`src/rtl/bitty_sequencer.sv`:
```
// Instruction sequencer for the bitty core. It fetches each word, holds it
// on `instruction` with `run` high until `done`, then advances through the window.
module bitty_sequencer #(
  parameter int ADDR_W  = 8,
  parameter int TIMEOUT = 15
) (
  input  logic              clk,
  input  logic              reset,
  input  logic              start,
  input  logic              stop,
  input  logic              loop,
  input  logic [ADDR_W-1:0] start_addr,
  input  logic [ADDR_W-1:0] last_addr,
  output logic [ADDR_W-1:0] mem_addr,
  output logic              mem_rd,
  input  logic [15:0]       mem_rdata,
  output logic [15:0]       instruction,
  output logic              run,
  input  logic              done,
  output logic [ADDR_W-1:0] pc,
  output logic              busy,
  output logic              finished,
  output logic              error,
  output logic [15:0]       instr_count
);

  typedef enum logic [2:0] {
    IDLE  = 3'd0,
    FETCH = 3'd1,
    LOAD  = 3'd2,
    EXEC  = 3'd3,
    ERROR = 3'd4
  } state_t;

  localparam logic [7:0] TIMEOUT_LAST = 8'(TIMEOUT - 1);

  state_t            state_reg;
  state_t            state_next;
  logic [ADDR_W-1:0] pc_reg;
  logic [ADDR_W-1:0] first_addr_reg;
  logic [ADDR_W-1:0] final_addr_reg;
  logic              loop_reg;
  logic [15:0]       instr_reg;
  logic [15:0]       count_reg;
  logic [7:0]        tcnt_reg;
  logic              stop_pending_reg;
  logic              finished_reg;

  logic accept_start;
  logic retire;
  logic halt_req;
  logic at_last;
  logic timeout_hit;

  assign accept_start = ((state_reg == IDLE) || (state_reg == ERROR)) && start;
  assign retire       = (state_reg == EXEC) && done;
  // A stop arriving together with done still counts as a halt request.
  assign halt_req     = stop_pending_reg || stop;
  assign at_last      = (pc_reg == final_addr_reg);
  assign timeout_hit  = (state_reg == EXEC) && !done && (tcnt_reg == TIMEOUT_LAST);

  always_ff @(posedge clk or posedge reset) begin
    if (reset) begin
      state_reg <= IDLE;
    end else begin
      state_reg <= state_next;
    end
  end

  always_comb begin
    state_next = state_reg;
    case (state_reg)
      IDLE, ERROR: begin
        if (start) begin
          state_next = FETCH;
        end
      end
      FETCH: state_next = LOAD;
      LOAD:  state_next = EXEC;
      EXEC: begin
        if (done) begin
          if (halt_req || (at_last && !loop_reg)) begin
            state_next = IDLE;
          end else begin
            state_next = FETCH;
          end
        end else if (timeout_hit) begin
          state_next = ERROR;
        end
      end
      default: state_next = IDLE;
    endcase
  end

  // Decoded straight from the state register so reset drops run at once.
  always_comb begin
    mem_rd = 1'b0;
    run    = 1'b0;
    busy   = 1'b0;
    error  = 1'b0;
    case (state_reg)
      FETCH: begin
        mem_rd = 1'b1;
        busy   = 1'b1;
      end
      LOAD: begin
        busy = 1'b1;
      end
      EXEC: begin
        run  = 1'b1;
        busy = 1'b1;
      end
      ERROR: begin
        error = 1'b1;
      end
      default: begin
        mem_rd = 1'b0;
      end
    endcase
  end

  always_ff @(posedge clk or posedge reset) begin
    if (reset) begin
      pc_reg           <= '0;
      first_addr_reg   <= '0;
      final_addr_reg   <= '0;
      loop_reg         <= 1'b0;
      instr_reg        <= '0;
      count_reg        <= '0;
      tcnt_reg         <= '0;
      stop_pending_reg <= 1'b0;
      finished_reg     <= 1'b0;
    end else begin
      finished_reg <= 1'b0;

      if (accept_start) begin
        first_addr_reg   <= start_addr;
        final_addr_reg   <= last_addr;
        loop_reg         <= loop;
        pc_reg           <= start_addr;
        count_reg        <= '0;
        stop_pending_reg <= 1'b0;
      end else if (busy && stop) begin
        stop_pending_reg <= 1'b1;
      end

      if (state_reg == LOAD) begin
        instr_reg <= mem_rdata;
        tcnt_reg  <= '0;
      end

      if ((state_reg == EXEC) && !done) begin
        tcnt_reg <= tcnt_reg + 8'd1;
      end

      if (retire) begin
        if (count_reg != 16'hFFFF) begin
          count_reg <= count_reg + 16'd1;
        end
        if (state_next == IDLE) begin
          finished_reg     <= 1'b1;
          stop_pending_reg <= 1'b0;
        end else if (at_last) begin
          pc_reg <= first_addr_reg;
        end else begin
          pc_reg <= pc_reg + 1'b1;
        end
      end
    end
  end

  assign mem_addr    = pc_reg;
  assign pc          = pc_reg;
  assign instruction = instr_reg;
  assign instr_count = count_reg;
  assign finished    = finished_reg;

endmodule
```
`config.mk`:
```
export PLATFORM = sky130hd
export DESIGN_NAME = bitty_sequencer
export DESIGN_NICKNAME = d
export VERILOG_FILES = /design/src/rtl/bitty_sequencer.sv
export SDC_FILE = /design/constraint.sdc
export NUM_CORES = 1
export LEC_CHECK = 0
export BUFFER_PORTS_ARGS = -buffer_cell sky130_fd_sc_hd__buf_2
export CAP_MARGIN = 20
export CORE_MARGIN = 4
export CORE_UTILIZATION = 47
export CTS_CLUSTER_DIAMETER = 200
export CTS_CLUSTER_SIZE = 30
export DETAILED_ROUTE_END_ITERATION = 16
export PLACE_DENSITY = 0.75
export SLEW_MARGIN = 10
export SYNTH_ARGS = -nofsm -noshare
export SYNTH_HDL_FRONTEND = slang
export SYNTH_SLANG_ARGS = --single-unit
```
`constraint.sdc`:
```
create_clock -name clk -period 2.2 [get_ports clk]
set_input_delay 0.55 -clock clk [delete_from_list [all_inputs] [get_ports clk]]
set_output_delay 0.55 -clock clk [all_outputs]
set_load 0.005 [all_outputs]
```
Yosys cells after proc, flatten, opt, wreduce, memory -nomap -nowiden
Index checks and enable logic that the tools add are counted.
- output and inout bits: 53
- flip-flop bits (word level): 70
- bits of input ports: 38
- word-level logic and storage cells: 60
- equality and inequality tests: 7
- reduce and logical (&&, ||, !) cells: 16
- mux-type cells: 24
- add/subtract/negate cells: 3
- operators with widths (operator ; count):
    2-to-1 mux 16 bit ; 3
    2-to-1 mux 8 bit ; 6
    adder 16 x 1 -> 16 bit (second input constant) ; 1
    adder 8 x 1 -> 8 bit (second input constant) ; 2
    inequality test 16 bit (second input constant) ; 1
    case mux 3 bit (4 select lines) ; 1
    2-to-1 mux 1 bit ; 11
    2-to-1 mux 3 bit ; 3
    equality test 8 x 4 -> 1 bit (second input constant) ; 1
    equality test 8 bit ; 1
    equality test 3 x 2 -> 1 bit (second input constant) ; 2
    logical AND 1 bit ; 6
    logical NOT 3 bit ; 2
    equality test 3 x 1 -> 1 bit (second input constant) ; 1
    equality test 3 bit (second input constant) ; 1
    logical OR 1 bit ; 3
    OR reduction 3 bit ; 1
    logical NOT 1 bit ; 2
    nonzero test 2 bit ; 1
    OR reduction 2 bit ; 1

Longest topological paths before layout
Gate-level depths: netlist (run 1).
- depth in word-level cells: 9
- mapped depth: 7
- gate-level depth less buffers: 6

Worst setup path after synthesis (run 1)
No wires, ideal clock.
- path kind: register to register
- from: register count_reg[0] (netlist: instr_count[0])
- to: register count_reg[3] (netlist: instr_count[3])
- setup time: 0.079 ns
- path slack: 0.398 ns
- data required time: 2.121 ns
- stages on the path, launching flop included: 7
- arrival time: 1.723 ns
- path buffers: 0
- period minus slack after synthesis: 1.802 ns
- path through: dfrtp_1 ha_1 nand4_1 nor4_4 nor2_1 nand4_1 mux2i_1
- cells in the longest elaborated chain, start to end: 3
- elaborated cells between the ends (all ways): 4
- classes of those cells: add/sub (1); eq/ne (1); mux (2)
- ends and longest elaborated chain (what ; RTL line ; text):
    start: declaration ; 44 ; logic [15:0] count_reg;
    start signal: assignment ; 158 ; count_reg <= count_reg + 16'd1;
    adder 16 x 1 -> 16 bit / inequality test 16 bit (equally long branches) ; 158, 157 ;
    2-to-1 mux 16 bit * ; 157 ; if (count_reg != 16'hFFFF) begin
    2-to-1 mux 16 bit * ; 156 ; if (retire) begin
Mark *: on every way between the ends. The rest lies on a longest branch, timed or not.
A chain may end at the register's enable or synchronous reset.

Worst setup path in the final report (run 1)
- from: register count_reg[0] (netlist: instr_count[0])
- to: register count_reg[2] (netlist: instr_count[2])
The elaborated chain is that of the path after synthesis.

==> results of run 1 <==
## synthesized netlist by cell type (all sizes together)
master and number:
nand2 122, dfrtp 70, nand3 15, nor2 15
o21ai 15, buf 10, clkbuf 9, xor2 9
a21oi 8, a32oi 8, inv 8, nand4 8
nor3 8, o22ai 8, xnor2 8, mux2i 7
nor4 6, a31oi 4, ha 4, o211ai 4
o31ai 4, and2 3, and3 3, nand2b 2
nor3b 2, or3 2, a21o 1, a311oi 1
and3b 1, nand4b 1, nor2b 1, nor4b 1
or3b 1
## through the flow
step | utilization | setup WS [ns]
floorplan | - | 0.398
finish | 0.600 | 0.165
global placement | 0.570 | 0.273
detailed placement | 0.570 | 0.207
global route | 0.600 | 0.0461
CTS | 0.600 | 0.169
## power breakdown
group / leakage, nW / internal (mW) / switching [mW]
Sequential: 0.899 / 1.73 / 0.398
Combinational: 1.17 / 0.833 / 1.04
Clock: 0.0976 / 0.583 / 0.492
## per-layer routing
layer / up-vias / track usage
met3: 8 / 0.0382
met1: 1400 / 0.244
met2: 96 / 0.343
li1: 1448 / -
met4: 0 / 0.0733
met5: - / 0
## cell families after synthesis
logic type | share of synthesized area
XOR/XNOR | 0.0439
AO/OA/AOI/OAI | 0.0992
multiplexers | 0.0207
AND/OR/NAND/NOR | 0.263
flip-flops | 0.516
buffers and inverters | 0.0420
adder cells (fa/ha/maj) | 0.0148
## layout make-up
class,count,area share
Clock inverter,5,0.0139
Tap cell,96,0.0290
Clock buffer,11,0.0365
Multi-Input combinational cell,272,0.361
Timing Repair Buffer,101,0.129
Sequential cell,70,0.423
Inverter,8,0.00815
## worst max path at each step
stage	start	to	slack (ns)	depth (start not counted)
2_1_floorplan	instr_count[0]	instr_count[3]	0.40	6
3_3_place_gp	done	mem_addr[2]	0.27	5
3_5_place_dp	instr_count[0]	instr_count[2]	0.21	5
4_1_cts	instr_count[0]	instr_count[2]	0.17	5
5_1_grt	instr_count[0]	instr_count[3]	0.05	6
6_report	instr_count[0]	instr_count[2]	0.16	5
## tightest hold or removal path: stages
cell,delay [ns]
buf_2,0.11
clkinvlp_4,0.06
buf_4,0.35
==> run_results.csv, run 1 <==
group,metric,value,unit
run_status,status,"finished, final reports clean",
logic_synthesis,synth-seq-cells,70,
global_route,grt_usage,0.198,
logic_synthesis,syn_avg_cell_area,9.19,µm²
floorplanning,dieArea,8640,µm²
global_route,grt_pass1_wl,13500,µm
worst_setup_path,r2r-start,"instr_count[0]",
final_layout,nets,504,
place,hpwl,6050,µm
final_layout,final_area,4150,µm²
detailed_routing,ant_nets,0,
timing,setup_tns,0,ns
worst_setup_path,path_cells,"ha_1 > nand4_1 > nor4_4 > nor2_1 > a311oi_1",
detailed_routing,wl_per_cell,14.7,µm
final_layout,final_cells,563,
logic_synthesis,syn_inst,369,
power,power_density,1220,nW/µm²
worst_setup_path,cp_max_fo,6,
clock_network,post_cts_buffers,0,
clock_network,clk_pin_slew,0.07,ns
clock_network,cts_buffers,9,
logic_synthesis,synth_top_area_frac,0.516,
detailed_routing,wl_met3,493,µm
detailed_routing,drt_wl_total,8270,µm
clock_network,postCtsHoldBufs,0,
worst_setup_path,cp_top_family,"simple AND/OR/NAND/NOR gates",
floorplanning,rows,30,
detailed_routing,drcViolationCount,0,
detailed_routing,via_per_inst,5.24,
timing,drv_slew,0,
timing,max_freq,491,MHz
logic_synthesis,ys_seq_area_frac,0.516,
timing,rsz0062_at_grt,"no",
clock_network,clockBufferDepth,2,
place,place_area,3940,µm²
logic_synthesis,netlist_area,3390,µm²
final_layout,final_cell_mix,"nand2_1 (122), buf_2 (90), dfrtp_1 (70)",
worst_setup_path,start_kind,"register",
clock_network,h-tree-depth,3,
logic_synthesis,synth_warnings,0,
clock_network,insertion_delay,0.34,ns
timing,setup_violations,0,
timing,holdWs,0.316,ns
worst_setup_path,rr_worst_depth,5,
detailed_routing,met2WireLength,4150,µm
worst_setup_path,worstPathArrival,2.27,ns
power,p_total,5.08,mW
final_layout,fillers,651,
worst_setup_path,end_kind,"register",
detailed_routing,drt-met1-wl,3520,µm
timing,min_period,2.04,ns
global_route,grt_pass1_vias,2862,
power,p_leak,2.16,nW
place,gp_congestion,0.887,
detailed_routing,drt_iter0_drc,140,
timing,finalClockSkew,0.00891,ns
floorplanning,core,6910,µm²
worst_setup_path,critPathBufInv,0,
floorplanning,initial_core_util,0.491,
timing,final-hold-violation-count,0,
final_layout,final_common_cell,"nand2_1",
clock_network,cts_tree,"built",
clock_network,clkSinkCount,70,
logic_synthesis,synth_area_leaders,"dfrtp_1 (52%), nand2_1 (14%), xor2_1 (2.3%), nand3_1 (2.2%), o21ai_0 (2.2%)",
timing,period_share,0.925,
final_layout,multi_input_area,1500,µm²
floorplanning,die_w,93.0,µm
min_path,worstHoldPathType,"input port to asynchronous set/reset pin",
logic_synthesis,synth.distinct_cells,40,
clock_network,clock-root-buffer,"clkbuf_8",
detailed_routing,vias,2952,
worst_setup_path,rrSetupSlack,0.16,ns
timing,tightest_slew,0.506,ns
worst_setup_path,max_stage_delay,0.53,ns
place,io_buffers,90,
floorplanning,pin_count,91,
floorplanning,die_h,93.0,µm
power,vdd.ir_drop.worst,0.000746,V
place,dp_cells,547,
global_route,grt_max_degree,40,
worst_setup_path,critPathKind,"register to register",
final_layout,drive_gt1_frac,0.274,
final_layout,antenna_cells,0,
flow_run,drv_cap,0,
global_route,antenna_found_initial,0,
timing,slew_headroom,0.659,
final_layout,syn2layout_area_growth,22.2,%
global_route,grt-ovfl-total,0,
detailed_routing,dr.pass1.iters,4,
worst_setup_path,cp_data_required_time,2.44,ns
worst_setup_path,timing.rr.end,"instr_count[2]",
logic_synthesis,syn_nets,411,
clock_network,cts_resized,0,
detailed_routing,routed.top_layer,"met4",
worst_setup_path,critPathSlowestCell,"nor4_4",
final_layout,seq_area,1750,µm²
logic_synthesis,yosys.area.top_type,"dfrtp_1",
Note: power is estimated with default switching activity, not from simulation.
==> run 2: changes to the inputs <==
--- a/config.mk
+++ b/config.mk
@@ -7,2 +7,3 @@
 export LEC_CHECK = 0
+export ABC_CLOCK_PERIOD_IN_PS = 2200
 export BUFFER_PORTS_ARGS = -buffer_cell sky130_fd_sc_hd__buf_2
--- a/constraint.sdc
+++ b/constraint.sdc
@@ -3,2 +3,2 @@
 set_output_delay 0.55 -clock clk [all_outputs]
-set_load 0.005 [all_outputs]
+set_load 0.1 [all_outputs]
==> run_results.csv, run 2 (same netlist as run 1, synthesis figures left out) <==
group,metric,value,unit
final_layout,final_cell_mix,"nand2_1 (122), buf_2 (89), dfrtp_1 (54)",
floorplanning,die_h,93.0,µm
detailed_routing,drcViolationCount,0,
floorplanning,rows,30,
global_route,grt_pass1_wl,13400,µm
global_route,grt-ovfl-total,0,
timing,setup_tns,0,ns
flow_run,drv_cap,0,
detailed_routing,wl_per_cell,14.2,µm
clock_network,clockBufferDepth,2,
run_status,status,"finished, final reports clean",
final_layout,drive_gt1_frac,0.308,
timing,tightest_slew,0.646,ns
timing,finalClockSkew,0.00733,ns
timing,min_period,2.10,ns
timing,slew_headroom,0.568,
timing,max_freq,475,MHz
floorplanning,initial_core_util,0.491,
global_route,grt_pass1_vias,2959,
global_route,grt_busiest_layer,"met2",
detailed_routing,vias,2950,
floorplanning,pin_count,91,
clock_network,clk_pin_slew,0.07,ns
detailed_routing,drt_iter0_drc,128,
timing,final-hold-violation-count,0,
clock_network,insertion_delay,0.33,ns
worst_setup_path,cp_data_required_time,1.65,ns
min_path,worstHoldPathType,"input port to asynchronous set/reset pin",
global_route,use_met1,0.243,
timing,rsz0062_at_grt,"no",
global_route,antenna_found_initial,1,
detailed_routing,via_per_inst,5.25,
global_route,grt_max_degree,53,
clock_network,clkSinkCount,70,
clock_network,clock-root-buffer,"clkbuf_8",
place,io_buffers,90,
clock_network,cts_tree,"built",
final_layout,final_common_cell,"nand2_1",
worst_setup_path,critPathKind,"register to output port",
worst_setup_path,cp_max_fo,9,
timing,period_share,0.957,
detailed_routing,ant_nets,0,
global_route,grt_util_met2,0.330,
worst_setup_path,worstPathArrival,1.55,ns
final_layout,nets,502,
clock_network,postCtsHoldBufs,0,
final_layout,syn2layout_area_growth,22.4,%
detailed_routing,dr.pass1.iters,4,
timing,drv_slew,0,
place,gp_congestion,0.866,
global_route,use_met3,0.0341,
clock_network,cts_buffers,9,
worst_setup_path,end_kind,"output port",
detailed_routing,drt_wl_total,7990,µm
global_route,grt_usage,0.193,
floorplanning,dieArea,8640,µm²
place,hpwl,5750,µm
worst_setup_path,start_kind,"register",
floorplanning,die_w,93.0,µm
floorplanning,core,6910,µm²
timing,setup_violations,0,
clock_network,h-tree-depth,3,
-- run 2: worst max-delay path, cell delays in order, from the launching register on --
cell and delay (ns):
dfrtp_1 0.48, and3b_2 0.31, buf_2 0.43
-- run 2: layout make-up --
cell class	count	area (µm²)
Antenna cell	1	2.50
Clock buffer	13	169
Clock inverter	3	17.5
Fill cell	637	2750
Inverter	8	33.8
Multi-Input combinational cell	272	1510
Sequential cell	70	1770
Tap cell	96	120
Timing Repair Buffer	99	533
-- run 2: timing repair --
item / in CTS / in global routing
setup buffers: 0 / 0
resized for setup: 1 / 0
setup endpoints to repair: 1 / 0
-- run 2: per-layer routing --
metal / vias to the layer above / wire length [µm]
met3: 8 / 414
met4: 0 / 94
met2: 95 / 3970
met1: 1406 / 3510
li1: 1441 / -
met5: - / 0
-- run 2: through the flow --
step | setup slack [ns] | cell area [µm²] | hold slack, ns | utilization | cells
after floorplan | -0.0738 | 3420 | 0.446 | - | 369
after global routing | 0.0232 | 4150 | 0.233 | 0.601 | 562
after detailed placement | 0.193 | 3960 | 0.457 | 0.574 | 545
after CTS | 0.0830 | 4150 | 0.221 | 0.601 | 561
final | 0.0954 | 4150 | 0.221 | 0.601 | 562
after global placement | 0.272 | 3960 | 0.455 | 0.574 | 545
-- run 2: path summary, 6_finish.rpt --
path	to	start	slack (ns)	cells after the start
setup reg to reg	instr_count[2]	instr_count[0]	0.19	5
min in group clk	final_addr_reg[5]	last_addr[5]	0.40	3
max in group asynchronous	mem_addr[3]	reset	1.37	3
hold reg to reg	instruction[2]	instruction[2]	0.47	2
setup / recovery	run	state_reg[2]	0.1	2
hold / removal	instruction[5]	reset	0.22	2
Power of run 2 is left out: the tool's default activity adds up to more than one toggle a clock period on the data nets, which glitch-free logic cannot reach.
==> run 3: changes to the inputs <==
Settings changed: PLACE_DENSITY 0.75 to 0.77.
==> run_results.csv, run 3 (same netlist as run 1, synthesis figures left out) <==
group,metric,value,unit
run_status,status,"finished, final reports clean",
clock_network,cts_buffers,9,
clock_network,clockBufferDepth,2,
final_layout,drive_gt1_frac,0.309,
detailed_routing,wl_per_cell,14.2,µm
global_route,antenna_found_initial,0,
timing,drv_slew,0,
clock_network,clk_pin_slew,0.08,ns
final_layout,nets,504,
final_layout,final_area,4190,µm²
floorplanning,dieArea,8640,µm²
final_layout,final_common_cell,"nand2_1",
clock_network,postCtsHoldBufs,0,
global_route,grt_pass1_vias,2939,
timing,period_share,0.944,
timing,tightest_slew,0.654,ns
flow_run,drv_cap,0,
worst_setup_path,cp_max_fo,6,
detailed_routing,via_per_inst,5.20,
floorplanning,core,6910,µm²
timing,min_period,2.08,ns
floorplanning,die_w,93.0,µm
floorplanning,rows,30,
detailed_routing,dr.pass1.iters,4,
worst_setup_path,cp_data_required_time,1.65,ns
global_route,grt-ovfl-total,0,
global_route,grt_usage,0.198,
timing,final-hold-violation-count,0,
place,dp_cells,547,
worst_setup_path,end_kind,"output port",
detailed_routing,drcViolationCount,0,
final_layout,final_cells,562,
timing,setup_violations,0,
worst_setup_path,start_kind,"register",
detailed_routing,ant_nets,0,
place,place_area,3990,µm²
floorplanning,initial_core_util,0.491,
final_layout,final_cell_mix,"nand2_1 (122), buf_2 (87), dfrtp_1 (54)",
clock_network,clock-root-buffer,"clkbuf_8",
global_route,grt_pass1_wl,13800,µm
timing,slew_headroom,0.563,
floorplanning,die_h,93.0,µm
global_route,grt_max_degree,30,
detailed_routing,drt_iter0_drc,245,
clock_network,cts_tree,"built",
place,io_buffers,90,
clock_network,clkSinkCount,70,
clock_network,h-tree-depth,3,
timing,max_freq,481,MHz
clock_network,insertion_delay,0.34,ns
worst_setup_path,critPathKind,"register to output port",
detailed_routing,drt_wl_total,7990,µm
detailed_routing,vias,2921,
worst_setup_path,worstPathArrival,1.53,ns
place,hpwl,5800,µm
timing,finalClockSkew,0.00716,ns
final_layout,antenna_cells,0,
min_path,worstHoldPathType,"input port to asynchronous set/reset pin",
timing,rsz0062_at_grt,"no",
floorplanning,pin_count,91,
final_layout,syn2layout_area_growth,23.4,%
place,gp_congestion,0.837,
final_layout,fillers,623,
## run 3: cell types whose count changed in the layout (fill, tap and decap cells not counted), sizes merged
cell / change
bufinv: +1
diode: -1
## run 3: worst max-delay path, stage by stage (launching register included)
cell     delay, ns
dfrtp_1       0.47
nor2_1        0.26
and2_2        0.18
buf_4         0.28
## run 3: final cells by class
type	count	area (µm²)	area share
clock buffer	11	141	0.0338
clock inverter	4	47.5	0.0114
inverter	8	33.8	0.00807
multi-input combinational	272	1510	0.360
sequential	70	1770	0.423
tap	96	120	0.0287
timing repair buffer	101	566	0.135
## run 3: metrics by stage
step	hold WS, ns	util	setup WS [ns]	TNS, ns
final	0.299	0.606	0.123	0
after global routing	0.331	0.606	0.00999	0
after CTS	0.323	0.605	0.0696	0
after detailed placement	0.458	0.578	0.231	0
after global placement	0.456	0.578	0.285	0
after floorplan	0.446	-	-0.0738	-0.0738
## run 3: metal layers
layer	vias to the layer above	wire length [µm]	share of wire	global-route usage
li1	1447	-	-	-
met5	-	0	0	0
met1	1369	3540	0.44	0.273
met2	95	3890	0.49	0.310
met3	10	471	0.059	0.0414
met4	0	92	0.012	0.0659
## run 3: final timing paths
| path | start | to | slack [ns] | cells past startpoint |
|---|---|---|---|---|
| worst max register to register | mem_addr[3] | mem_addr[4] | 0.24 | 5 |
| min in group clk | mem_rdata[4] | instruction[4] | 0.40 | 3 |
| worst max-delay path | state_reg[0] | error | 0.12 | 3 |
| worst min register to register | instruction[7] | instruction[7] | 0.47 | 2 |
| max in group asynchronous | reset | mem_addr[0] | 1.36 | 3 |
| worst min-delay path | reset | instruction[15] | 0.30 | 2 |
## run 3: what timing repair did
action	4_1_cts	5_1_grt
setup buffers	0	0
gates cloned	0	0
pin swaps	0	0
gates resized for setup	1	2
setup endpoints to repair	1	2
Power of run 3 is left out for the same reason.
